[config.mk]
export PLATFORM = sky130hd
export DESIGN_NAME = seq_detect_cfg
export DESIGN_NICKNAME = d
export VERILOG_FILES = /design/src/rtl/seq_detect_cfg.sv
export SDC_FILE = /design/constraint.sdc
export NUM_CORES = 1
export LEC_CHECK = 0
export ABC_AREA = 1
export CAP_MARGIN = 15
export CELL_PAD_IN_SITES_DETAIL_PLACEMENT = 1
export CELL_PAD_IN_SITES_GLOBAL_PLACEMENT = 1
export CORE_MARGIN = 2
export CORE_UTILIZATION = 35
export CTS_CLUSTER_DIAMETER = 80
export CTS_CLUSTER_SIZE = 24
export DETAILED_ROUTE_END_ITERATION = 12
export GPL_ROUTABILITY_DRIVEN = 0
export GPL_TIMING_DRIVEN = 0
export HOLD_SLACK_MARGIN = 0.15
export MAX_ROUTING_LAYER = met4
export PLACE_DENSITY = 0.78
export SYNTH_ARGS = -nofsm -noshare
export SYNTH_HDL_FRONTEND = slang
export SYNTH_SLANG_ARGS = --single-unit
[constraint.sdc]
create_clock -name clk -period 1.52 [get_ports clk]
set_input_delay 0.456 -clock clk [delete_from_list [all_inputs] [get_ports clk]]
set_output_delay 0.456 -clock clk [all_outputs]
set_load 0.005 [all_outputs]
[src/rtl/seq_detect_cfg.sv]
// -----------------------------------------------------------------------------
// seq_detect_cfg
//   Serial pattern detector with a runtime-programmable pattern and per-bit
//   don't-care mask. The last PAT_W qualified bits of a 1-bit stream are
//   compared against the pattern. The oldest bit is compared with the pattern
//   MSB. Every match produces a one-cycle registered pulse and advances a
//   saturating match counter. Matches may overlap, or the detector may restart
//   its fill after every match.
//
// Parameters
//   PAT_W        pattern length in bits (2..32)
//   CNT_W        match counter width (>= 1)
//   DEFAULT_PAT  pattern loaded at reset
//
// Ports
//   clk          system clock, rising edge
//   rst_n        asynchronous active-low reset
//   din          serial data bit
//   din_vld      din is valid this cycle
//   clr          synchronous clear of history, fill, result and match_cnt
//   cfg_we       load cfg_pat / cfg_mask / cfg_overlap this cycle
//   cfg_pat      pattern; MSB is compared with the oldest bit
//   cfg_mask     1 = bit compared, 0 = don't care
//   cfg_overlap  1 = overlapping matches allowed
//   result       one-cycle match pulse, one clock after the sampling edge
//   match_cnt    saturating number of matches since reset/clr
// -----------------------------------------------------------------------------
module seq_detect_cfg #(
    parameter int               PAT_W       = 8,
    parameter int               CNT_W       = 8,
    parameter logic [PAT_W-1:0] DEFAULT_PAT = 'hB2
) (
    input  logic             clk,
    input  logic             rst_n,
    input  logic             din,
    input  logic             din_vld,
    input  logic             clr,
    input  logic             cfg_we,
    input  logic [PAT_W-1:0] cfg_pat,
    input  logic [PAT_W-1:0] cfg_mask,
    input  logic             cfg_overlap,
    output logic             result,
    output logic [CNT_W-1:0] match_cnt
);

    // Fill counter has to represent 0..PAT_W inclusive.
    localparam int               FILL_W    = $clog2(PAT_W + 1);
    localparam logic [FILL_W-1:0] FILL_FULL = FILL_W'(PAT_W);
    localparam logic [CNT_W-1:0]  CNT_MAX   = {CNT_W{1'b1}};

    // -------------------------------------------------------------------------
    // State
    // -------------------------------------------------------------------------
    logic [PAT_W-1:0]  hist_q,      hist_d;
    logic [FILL_W-1:0] fill_q,      fill_d;
    logic              result_q,    result_d;
    logic [CNT_W-1:0]  match_cnt_q, match_cnt_d;
    logic [PAT_W-1:0]  pat_q,       pat_d;
    logic [PAT_W-1:0]  mask_q,      mask_d;
    logic              overlap_q,   overlap_d;

    // -------------------------------------------------------------------------
    // Candidate next history and the match test against it. The compare is
    // done on the shifted value so the pulse is registered in the same edge
    // that samples the last pattern bit.
    // -------------------------------------------------------------------------
    logic [PAT_W-1:0]  nxt_hist;
    logic [FILL_W-1:0] nxt_fill;
    logic [PAT_W-1:0]  bit_miss;
    logic              full_next;
    logic              pat_hit;

    assign nxt_hist  = {hist_q[PAT_W-2:0], din};
    assign nxt_fill  = (fill_q == FILL_FULL) ? FILL_FULL : fill_q + FILL_W'(1);
    assign full_next = (nxt_fill == FILL_FULL);

    // Per-bit miss: a bit only counts against the match when it is compared.
    genvar gi;
    generate
        for (gi = 0; gi < PAT_W; gi++) begin : g_cmp
            assign bit_miss[gi] = (nxt_hist[gi] ^ pat_q[gi]) & mask_q[gi];
        end
    endgenerate

    assign pat_hit = full_next && (bit_miss == '0);

    // -------------------------------------------------------------------------
    // Next-state logic. Priority: clr > cfg_we > din_vld shift.
    // -------------------------------------------------------------------------
    always_comb begin
        hist_d      = hist_q;
        fill_d      = fill_q;
        result_d    = 1'b0;
        match_cnt_d = match_cnt_q;
        pat_d       = pat_q;
        mask_d      = mask_q;
        overlap_d   = overlap_q;

        // Configuration loads whenever requested, even alongside clr.
        if (cfg_we) begin
            pat_d     = cfg_pat;
            mask_d    = cfg_mask;
            overlap_d = cfg_overlap;
        end

        if (clr) begin
            hist_d      = '0;
            fill_d      = '0;
            match_cnt_d = '0;
        end else if (cfg_we) begin
            // New pattern: restart the fill so no match can mix bits that
            // were received under the old configuration. The counter is kept.
            fill_d = '0;
        end else if (din_vld) begin
            hist_d = nxt_hist;
            if (pat_hit) begin
                result_d = 1'b1;
                if (match_cnt_q != CNT_MAX) begin
                    match_cnt_d = match_cnt_q + CNT_W'(1);
                end
                // Non-overlap mode demands PAT_W fresh bits for the next match.
                fill_d = overlap_q ? nxt_fill : '0;
            end else begin
                fill_d = nxt_fill;
            end
        end
    end

    // -------------------------------------------------------------------------
    // Registers
    // -------------------------------------------------------------------------
    always_ff @(posedge clk or negedge rst_n) begin
        if (!rst_n) begin
            hist_q      <= '0;
            fill_q      <= '0;
            result_q    <= 1'b0;
            match_cnt_q <= '0;
            pat_q       <= DEFAULT_PAT;
            mask_q      <= {PAT_W{1'b1}};
            overlap_q   <= 1'b1;
        end else begin
            hist_q      <= hist_d;
            fill_q      <= fill_d;
            result_q    <= result_d;
            match_cnt_q <= match_cnt_d;
            pat_q       <= pat_d;
            mask_q      <= mask_d;
            overlap_q   <= overlap_d;
        end
    end

    assign result    = result_q;
    assign match_cnt = match_cnt_q;

endmodule
# After elaboration in Yosys (flattened, before gate mapping)
# Cells that the tools add are included.
# word_totals
elab_cells	55
register_bits	37
inputBits	23
# op_classes
eq_ne	4
mux	18
addsub	2
reduce_logical	8
n_bitwise	16
# ops
operator	count
$mux 8	5
$mux 4	6
$mux 7	3
$add 8x1->8 const B	1
$and 1x1->1	8
$eq 4x4->1 const B	2
$logic_not 8->1	1
$ne 8x8->1 const B	1
$xor 1x1->1	8
$reduce_bool 2->1	3
$add 4x1->4 const B	1
$mux 1	4
$reduce_and 4->1	1
$reduce_bool 3->1	1
$ne 2x2->1 const B	1
$reduce_and 2->1	1
$logic_and 1x1->1	1

# Logic depth before layout (Yosys ltp)
# Gate-level depths: netlist (run 1).
# depth
ltp_word	8
mapped_depth	12

# Least setup slack after synthesis (run 1)
# OpenSTA, ideal clock, no wires.
# synth_path
path_kind	reg2reg
start	register match_cnt_q[0] (netlist: match_cnt[0])
end	register match_cnt_q[0] (netlist: match_cnt[0])
path_slack_ns	0.048
n_path_buf	0
required_time_ns	1.402
arrival_time_ns	1.354
stages_incl_launch_ff	8
cell_sequence	dfrtp_1 ha_1 nand2_1 nor2_2 a21oi_4 nand4_2 nand3_1 nand2_1
# synth_between
elab_chain_cells	6
# synth_rtl
element	line_no	source
start, declared	57	logic [CNT_W-1:0] match_cnt_q, match_cnt_d;
start signal, assigned	145	match_cnt_q <= match_cnt_d;
$add 8x1->8	119	match_cnt_d = match_cnt_q + CNT_W'(1);
$mux 8	118	if (match_cnt_q != CNT_MAX) begin
$mux 8	116	if (pat_hit) begin
$mux 8	114	end else if (din_vld) begin
$mux 8	110	end else if (cfg_we) begin
$mux 8	106	if (clr) begin
# Several ways; a longest one is shown, not always the timed one. The select of a mux whose other input is x is not followed.
# A chain may end at the register's enable or synchronous reset.

# Worst setup path in the final report (run 1)
# layout_path
start	register fill_q[0]
end	register match_cnt_q[0] (netlist: match_cnt[0])
# layout_between
elab_chain_cells	6
# layout_rtl
element	line_no	source
start, declared	55	logic [FILL_W-1:0] fill_q, fill_d;
start signal, assigned	143	fill_q <= fill_d;
$add 4x1->4 or $eq 4x4->1 (tied branches)	74	assign nxt_fill = (fill_q == FILL_FULL) ? FILL_FULL : fill_q + FILL_W'(1);
$mux 4 (*)	74	
$eq 4x4->1 (*)	75	assign full_next = (nxt_fill == FILL_FULL);
$logic_and 1x1->1 (*)	85	assign pat_hit = full_next && (bit_miss == '0);
$reduce_bool 2->1 (no line) (*)	--	
$reduce_and 4->1 (no line) (*)	--	
# Every way passes the cells marked *; elsewhere a longest branch is shown, timed or not.

==> results of run 1 <==
==> logic make-up (layout without fill, tap and decap cells) <==
family,count (synthesis),in the layout,synth area share (%)
AND/OR/NAND/NOR,142,143,33.1
buffers and inverters,39,91,8.20
flip-flops,37,37,48.2
AO/OA/AOI/OAI,20,20,6.28
XOR/XNOR,5,5,2.24
adder cells (fa/ha/maj),3,3,1.92
==> layout by cell type (no fill, tap or decap), drive strengths merged <==
cell type / netlist / routed
ha: 3 / 3
nand4: 11 / 11
nand2: 89 / 89
dfstp: 13 / 13
o22ai: 9 / 9
dlygate4sd2: 0 / 10
nor3: 3 / 3
buf: 4 / 20
clkdlybuf4s50: 0 / 19
o21ai: 9 / 9
nor2: 17 / 18
inv: 33 / 33
dfrtp: 24 / 24
a21oi: 2 / 2
xor2: 4 / 4
nand3: 22 / 22
clkbuf: 2 / 9
xnor2: 1 / 1
==> power by group through the flow <==
| stage | Sequential, mW | Combinational (mW) | Clock (mW) |
|---|---|---|---|
| floorplan | 1.09 | 0.142 | 0 |
| global placement | 1.09 | 0.253 | 0 |
| detailed placement | 1.10 | 0.260 | 0 |
| CTS | 1.08 | 0.288 | 0.738 |
| global route | 1.08 | 0.327 | 0.768 |
| finish | 1.08 | 0.289 | 0.712 |
==> per-stage QoR <==
stage / cell area (um^2) / power (mW) / TNS, ps / worst slack, ps / std cells
detailed placement: 2340 / 1.36 / -6170 / -486 / 348
global placement: 2340 / 1.35 / -33630 / -877 / 348
floorplan: 1950 / 1.23 / 0 / 48.2 / 246
finish: 2650 / 2.08 / -0.732 / -0.732 / 371
global route: 2650 / 2.18 / -518 / -95.3 / 371
CTS: 2580 / 2.11 / 0 / 2.39 / 370
==> routing by layer <==
| metal | track usage, % | vias to the layer above | share of wire (%) |
|---|---|---|---|
| li1 | - | 897 | - |
| met1 | 21.1 | 894 | 41 |
| met2 | 33.6 | 31 | 54 |
| met3 | 3.30 | 9 | 2.6 |
| met4 | 6.84 | 0 | 1.6 |
| met5 | - | - | 0 |
==> timing repair <==
action | in CTS | in global routing
gates cloned | 1 | 0
pin swaps | 10 | 8
gates resized for setup | 27 | 16
buffers inserted | 14 | 1
setup endpoints to repair | 18 | 15
==> area by class of cell <==
type / instances / area share, %
well taps: 72 / 3.40
inverters: 33 / 4.77
flip-flops and latches: 37 / 35.7
clock buffers: 7 / 3.26
repair buffers: 45 / 14.9
multi-input cells: 171 / 36.5
plain buffers: 6 / 1.47
==> sequential cells by signal, summed over array words and instances, names as in the netlist <==
signal     flops
match_cnt      8
fill_q         4
result         1
overlap_q      1
hist_q         7
pat_q          8
mask_q         8
==> final timing paths <==
check	from	to	slack [ps]	cells past startpoint
setup reg to reg	fill_q[0]	match_cnt[0]	-0.7	9
hold / removal	rst_n	match_cnt[3]	250	1
setup / recovery	fill_q[0]	match_cnt[0]	-0.7	9
hold reg to reg	mask_q[4]	mask_q[4]	470	2
max in group asynchronous	rst_n	match_cnt[5]	710	1
min in group clk	cfg_we	pat_q[5]	370	2
==> out/qor.csv, run 1 <==
metric,value,unit
status,"finished, violations left",
failing checks,negative setup slack,
CP arrival,1700,ps
Post-synth ARST share,100,%
vias in the first global route,2006,
unrepaired setup endpoints after global routing,yes,
Final Max Tran Viols,0,
Synthesized Nets,272,
Worst-Skew Late Latency,290,ps
Yosys top cell by area,dfrtp_1,
TritonCTS buffer count,5,
Detail Placement HPWL,3540,um
Buffers on Ports,30,
top cell type's share of synthesized area,30.7,%
area grow syn2layout,35.6,%
Crit Path Max Fanout,8,
combinational share of power,13.9,%
Final Util,48.7,%
Multi-input gate area,966,um^2
FF/Latch Area,945,um^2
max cap viols,0,
CTS tree,yes,
Tot GR Track Use,18.8,%
Initial Utilization,35.9,%
share of post-route cells with drive strength above 1,28.4,%
Final Setup Violations,1,
Final nets,325,
Setup crit end kind,flop,
# IOs,32,
Max VDD drop,506,uV
Post-synth top cells,"nand2_1, dfrtp_1, inv_1",
Core ar.,0.00544,mm^2
Starting DRT DRC Count,65,
chip width,78.7,um
routed len/inst,14.1,um
Synth area leaders,"dfrtp_1, dfstp_2, nand2_1, nand3_1, inv_1",
die area,0.00619,mm^2
initial antenna violation count,0,
Row Count,27,
"CP delay by family, top",simple AND/OR/NAND/NOR gates,
first-pass GRT wire length,8870,um
Fmax achieved,658,MHz
final period utilization,100,%
sw frac,26.4,%
Vias,1831,
CP Buf/Inv Count,3,
ANT cells,0,
final hold violation count,0,
slew of the pin with the lowest slew margin,827,ps
grt ovf,0,
Worst setup SP type,flop,
post-synthesis sequential area ratio,48.2,%
Hold Path Class,input pin to async pin,
synthesized area,0.00195,mm^2
Root Buffer,clkbuf_8,
Longest Clk Path Bufs,2,
top_reg_cell synth,dfrtp_1,
Ys Warns,0,
clk sinks,37,
crit-path cells,"inv_2, buf_4, buf_4, nand2_2, nand2_1, nor2_4, nand4_4, nand3_1, nand2_1",
Fill cells,680,
syn avg cell area,7.94,um^2
die span in y,78.7,um
worst hold slack,252,ps
clock network power share,34.2,%
Syn Inst Count,246,
H-tree Lvls,2,
largest net degree at the start of global routing,38,
"Distinct cells, synth",28,
Max-slew headroom,44.9,%
Vias per Instance,4.94,
Final Critical Period,1520,ps
Clock Pin Slew Worst Setup and Hold Paths,70,ps
remaining routing DRC violations,0,
cell-internal power,1.53,mW
NetSw,0.549,mW
WP data required,1700,ps
"count leader, synth",nand2_1,
DRT Wirelength,5250,um
Routed Antenna Nets,0,
final setup margin,-0.732,ps
Max stage delay on crit path,390,ps
critical path type,flop to flop,
pwr dens,786,mW/mm^2
Post-CTS Hold Buffers,0,
skew final,6.38,ps
drt pass-1 iters,4,
Post-synth EDFFs,0,
#FFs+latches synth,37,
crit path max-delay cell type,dfrtp_1,
Leak,1.32,nW
Flop pwr share,51.9,%
Note: power is estimated with default switching activity, not from simulation.
==> run 2, diff against run 1 <==
--- a/config.mk
+++ b/config.mk
@@ -11,6 +11,7 @@
 export CELL_PAD_IN_SITES_GLOBAL_PLACEMENT = 1
 export CORE_MARGIN = 2
 export CORE_UTILIZATION = 35
+export CTS_BUF_LIST = sky130_fd_sc_hd__clkbuf_2 sky130_fd_sc_hd__clkbuf_4 sky130_fd_sc_hd__clkbuf_8
 export CTS_CLUSTER_DIAMETER = 80
 export CTS_CLUSTER_SIZE = 24
 export DETAILED_ROUTE_END_ITERATION = 12
@@ -18,7 +19,7 @@
 export GPL_TIMING_DRIVEN = 0
 export HOLD_SLACK_MARGIN = 0.15
 export MAX_ROUTING_LAYER = met4
-export PLACE_DENSITY = 0.78
+export PLACE_DENSITY_LB_ADDON = 0.1
 export SYNTH_ARGS = -nofsm -noshare
 export SYNTH_HDL_FRONTEND = slang
 export SYNTH_SLANG_ARGS = --single-unit
==> run 2 against run 1 <==
Net effect:
- the flow now finishes without violations
- final cell count is 0.54% higher
- register-to-register slack barely moved
- flip-flop and latch count did not move
- sequential share of layout area increased by 0.58 points
- power is 1.3% lower
- setup slack better by 7.0 ps
- clock skew fell by 0.91 ps
- first-iteration DRC count fell by 26%
- clock-buffer cell count fell by 1
==> out/qor.csv, run 2 (synthesized netlist as in run 1, its figures left out) <==
metric,value,unit
cell-internal power,1.51,mW
Detail Placement HPWL,3430,um
Worst setup SP type,flop,
Fill cells,688,
Final Setup Violations,0,
R2R Path Start,fill_q[0],
sw frac,26.7,%
Vias per Instance,4.77,
WP data required,1700,ps
Multi-input gate area,918,um^2
Crit Path Max Fanout,5,
vias in the first global route,1932,
largest net degree at the start of global routing,38,
unrepaired setup endpoints after global routing,yes,
clock network power share,33.7,%
Buffers on Ports,30,
Vias,1779,
final setup margin,6.24,ps
Fmax achieved,661,MHz
routed len/inst,13.4,um
Row Count,27,
final instance area,0.00261,mm^2
NetSw,0.548,mW
Final Util,47.9,%
H-tree Lvls,2,
slew of the pin with the lowest slew margin,852,ps
Max-slew headroom,43.2,%
Placement Cell Area,0.00234,mm^2
Final nets,326,
status,finished clean,
CP arrival,1690,ps
first-pass GRT wire length,8690,um
clk sinks,37,
Clock Pin Slew Worst Setup and Hold Paths,70,ps
Setup crit end kind,flop,
combinational share of power,13.8,%
worst r2r dst,fill_q[3],
# IOs,32,
Initial Utilization,35.9,%
Worst-Skew Late Latency,280,ps
max cap viols,0,
DP Cell Count,348,
share of post-route cells with drive strength above 1,25.9,%
Final Critical Period,1510,ps
Fin Setup TNS,0,ps
pwr dens,789,mW/mm^2
post-route total power,2.06,mW
CTS tree,yes,
skew final,5.47,ps
worst hold slack,272,ps
Flop pwr share,52.5,%
chip width,78.7,um
most frequent cells in the layout,"nand2_1, dfrtp_1, nand3_1, inv_1, clkdlybuf4s50_1",
Root Buffer,clkbuf_8,
dpl ws,-458,ps
final period utilization,99.6,%
Hold Path Class,input pin to async pin,
grt ovf,0,
die span in y,78.7,um
Routed Antenna Nets,0,
TritonCTS buffer count,5,
ANT cells,0,
post-route insts no fill,373,
die area,0.00619,mm^2
R2R Setup Slk,6,ps
r2r worst-path depth,11,
DRT Wirelength,5010,um
Leak,1.33,nW
Longest Clk Path Bufs,2,
Final Max Tran Viols,0,
initial antenna violation count,0,
critical path type,flop to flop,
"most common cell after layout, fill and taps aside",nand2_1,
remaining routing DRC violations,0,
Max VDD drop,465,uV
final hold violation count,0,
Tot GR Track Use,18.5,%
Core ar.,0.00544,mm^2
Starting DRT DRC Count,48,
FF/Latch Area,945,um^2
drt pass-1 iters,4,
area grow syn2layout,33.4,%
==> run 2: final cells by class <==
cell class / instances / share of cell area, %
plain buffers: 6 / 1.39
clock buffers: 6 / 2.93
clock inverters: 2 / 0.384
inverters: 33 / 4.85
multi-input cells: 171 / 35.3
flip-flops and latches: 37 / 36.3
well taps: 72 / 3.46
repair buffers: 46 / 15.5
==> run 2: worst max path at each step <==
stage | slack (ps) | startpoint | cells past startpoint | endpoint
2_1_floorplan | 50 | match_cnt[0] | 7 | match_cnt[0]
3_3_place_gp | -960 | rst_n | 1 | pat_q[6]
3_5_place_dp | -460 | din_vld | 6 | match_cnt[7]
4_1_cts | 1 | fill_q[1] | 10 | match_cnt[7]
5_1_grt | -110 | fill_q[0] | 10 | match_cnt[1]
6_report | 6 | fill_q[0] | 11 | fill_q[3]
==> run 2: per-layer routing <==
| layer | wire length (um) | vias up | track usage [%] | share of wire [%] |
|---|---|---|---|---|
| met2 | 2680 | 22 | 34.4 | 53 |
| met3 | 126 | 7 | 2.95 | 2.5 |
| met4 | 76 | 0 | 6.49 | 1.5 |
| met1 | 2130 | 854 | 20.0 | 43 |
| met5 | 0 | - | - | 0 |
| li1 | - | 896 | - | - |
==> run 2: critical path, cell delays in order, from the launching register on <==
cell and delay (ps):
dfrtp_1 420, inv_2 100, ha_4 140, nand3_4 80, nand2_4 100, nand2_2 60, nor2_4 120, nand2_4 90
nor2_8 130, nand2_1 70, nand2_1 50, nand2_1 40
==> run 2: power groups by stage <==
| stage | Sequential (mW) | Clock, mW | Combinational [mW] |
|---|---|---|---|
| floorplan | 1.09 | 0 | 0.142 |
| global placement | 1.10 | 0 | 0.256 |
| detailed placement | 1.10 | 0 | 0.260 |
| CTS | 1.08 | 0.722 | 0.289 |
| global route | 1.08 | 0.758 | 0.321 |
| finish | 1.08 | 0.692 | 0.283 |
==> run 2: what timing repair did <==
action	in CTS	in global routing
cloned	1	0
resized for setup	26	3
hold buffers	0	0
buffers inserted	16	0
pin swaps	9	6
setup endpoints to repair	18	11
==> run 3, diff against run 2 <==
--- a/config.mk
+++ b/config.mk
@@ -20,6 +20,7 @@
 export HOLD_SLACK_MARGIN = 0.15
 export MAX_ROUTING_LAYER = met4
 export PLACE_DENSITY_LB_ADDON = 0.1
+export SLEW_MARGIN = 20
 export SYNTH_ARGS = -nofsm -noshare
 export SYNTH_HDL_FRONTEND = slang
 export SYNTH_SLANG_ARGS = --single-unit
==> run 3 against run 2 <==
Net effect:
- flip-flop and latch count unchanged
- sequential power about the same
- combinational power up 7.1%
- register-to-register slack about the same
- wire length decreased by 0.50%
- power up 1.1%
- critical path depth is 2 lower
- maximum frequency grew 0.47%
- design area is 4.3% higher
- critical endpoint is now match_cnt[6]
- hold slack gained 100 ps
==> out/qor.csv, run 3 (synthesized netlist as in run 1, its figures left out) <==
metric,value,unit
first-pass GRT wire length,8720,um
DRT Wirelength,4990,um
hold wc startpoint,cfg_we,
chip width,78.7,um
grt ovf,0,
Worst setup SP type,flop,
clock network power share,33.4,%
vias in the first global route,1831,
Final Critical Period,1510,ps
Crit Path Max Fanout,8,
CTS tree,yes,
share of post-route cells with drive strength above 1,29.8,%
combinational share of power,14.6,%
Fmax achieved,664,MHz
final period utilization,99.1,%
Detail Placement HPWL,3550,um
die span in y,78.7,um
GRT busiest layer,met2,
Initial Utilization,35.9,%
Final Max Tran Viols,0,
largest net degree at the start of global routing,24,
WP data required,1700,ps
Setup crit end kind,flop,
post-route insts no fill,377,
remaining routing DRC violations,0,
slew of the pin with the lowest slew margin,516,ps
Longest Clk Path Bufs,2,
Routed Antenna Nets,0,
clk sinks,37,
CP arrival,1690,ps
DP Cell Count,349,
Vias per Instance,4.69,
area grow syn2layout,39.1,%
routed len/inst,13.2,um
status,finished clean,
max cap viols,0,
R2R Path Start,fill_q[0],
H-tree Lvls,2,
pwr dens,765,mW/mm^2
critical path type,flop to flop,
met1 Use GR,22.5,%
Leak,1.35,nW
initial antenna violation count,0,
cell-internal power,1.52,mW
met3 Use GR,3.86,%
sw frac,26.8,%
most frequent cells in the layout,"nand2_1, dfrtp_1, inv_1, clkdlybuf4s50_1, buf_4",
Flop pwr share,52.0,%
Row Count,27,
post-route total power,2.08,mW
Final Setup Violations,0,
Final nets,330,
Core ar.,0.00544,mm^2
TritonCTS buffer count,5,
Buffers on Ports,30,
Starting DRT DRC Count,35,
Tot GR Track Use,18.6,%
Hold Path Class,input pin to flop,
final hold violation count,0,
unrepaired setup endpoints after global routing,yes,
NetSw,0.557,mW
Vias,1767,
Worst-Skew Late Latency,290,ps
hold depth,2,
Worst Setup SP,fill_q[0],
skew final,5.90,ps
r2r worst-path depth,9,
ANT cells,0,
# IOs,32,
die area,0.00619,mm^2
Clock Pin Slew Worst Setup and Hold Paths,80,ps
Max VDD drop,472,uV
met2 Use GR,31.7,%
drt pass-1 iters,4,
"most common cell after layout, fill and taps aside",nand2_1,
Root Buffer,clkbuf_8,
Max-slew headroom,65.6,%
## run 3: power groups by stage
| stage | Clock (mW) | Combinational, mW | Sequential (mW) |
|---|---|---|---|
| 6_report | 0.693 | 0.303 | 1.08 |
| 5_1_grt | 0.762 | 0.344 | 1.09 |
| 4_1_cts | 0.719 | 0.297 | 1.08 |
| 3_5_place_dp | 0 | 0.269 | 1.10 |
| 3_3_place_gp | 0 | 0.256 | 1.10 |
| 2_1_floorplan | 0 | 0.142 | 1.09 |
## run 3: final cells by class
class	count	area, um^2
multi-input cells	171	973
fillers	685	2720
clock buffers	6	76.3
flip-flops and latches	37	945
well taps	72	90.1
plain buffers	6	36.3
inverters	33	126
clock inverters	2	10.0
repair buffers	50	459
## run 3: critical path, cell delays in order, from the launching register on
cell,delay [ps]
dfrtp_1,420
inv_2,100
ha_4,150
nand3_4,90
nand2_4,90
nand2_1,80
nor2_4,130
nand4_4,190
nand3_1,120
nand2_1,50
## run 3: final timing paths
path	endpoint	slack [ps]
min in group asynchronous	match_cnt[4]	620
min reg2reg	mask_q[5]	460
min	pat_q[5]	380
max in group asynchronous	pat_q[4]	370
max reg2reg	match_cnt[6]	10
max	match_cnt[6]	10
## run 3: through the flow
| stage | setup TNS (ps) | area (um^2) | hold WS [ps] | setup slack (ps) | utilization (%) |
|---|---|---|---|---|---|
| after floorplan | 0 | 1950 | 160 | 48.2 | - |
| after global placement | -36560 | 2340 | 458 | -960 | 43.1 |
| after detailed placement | -5880 | 2370 | 411 | -462 | 43.5 |
| after CTS | 0 | 2630 | 377 | 1.74 | 48.3 |
| after global routing | -645 | 2720 | 388 | -82.2 | 49.9 |
| final | 0 | 2720 | 375 | 13.3 | 49.9 |
## run 3: per-layer routing
metal	vias to the layer above	routed length, um
met5	-	0
met4	0	62
met3	6	134
met2	21	2490
met1	838	2300
li1	902	-
## run 3: repair_timing
action,4_1_cts,5_1_grt
pin swaps,9,10
endpoints found under the setup margin,18,11
hold buffers,1,0
cloned,1,0
gates resized for setup,25,18
hold endpoints to repair,11,0
buffers inserted,15,3
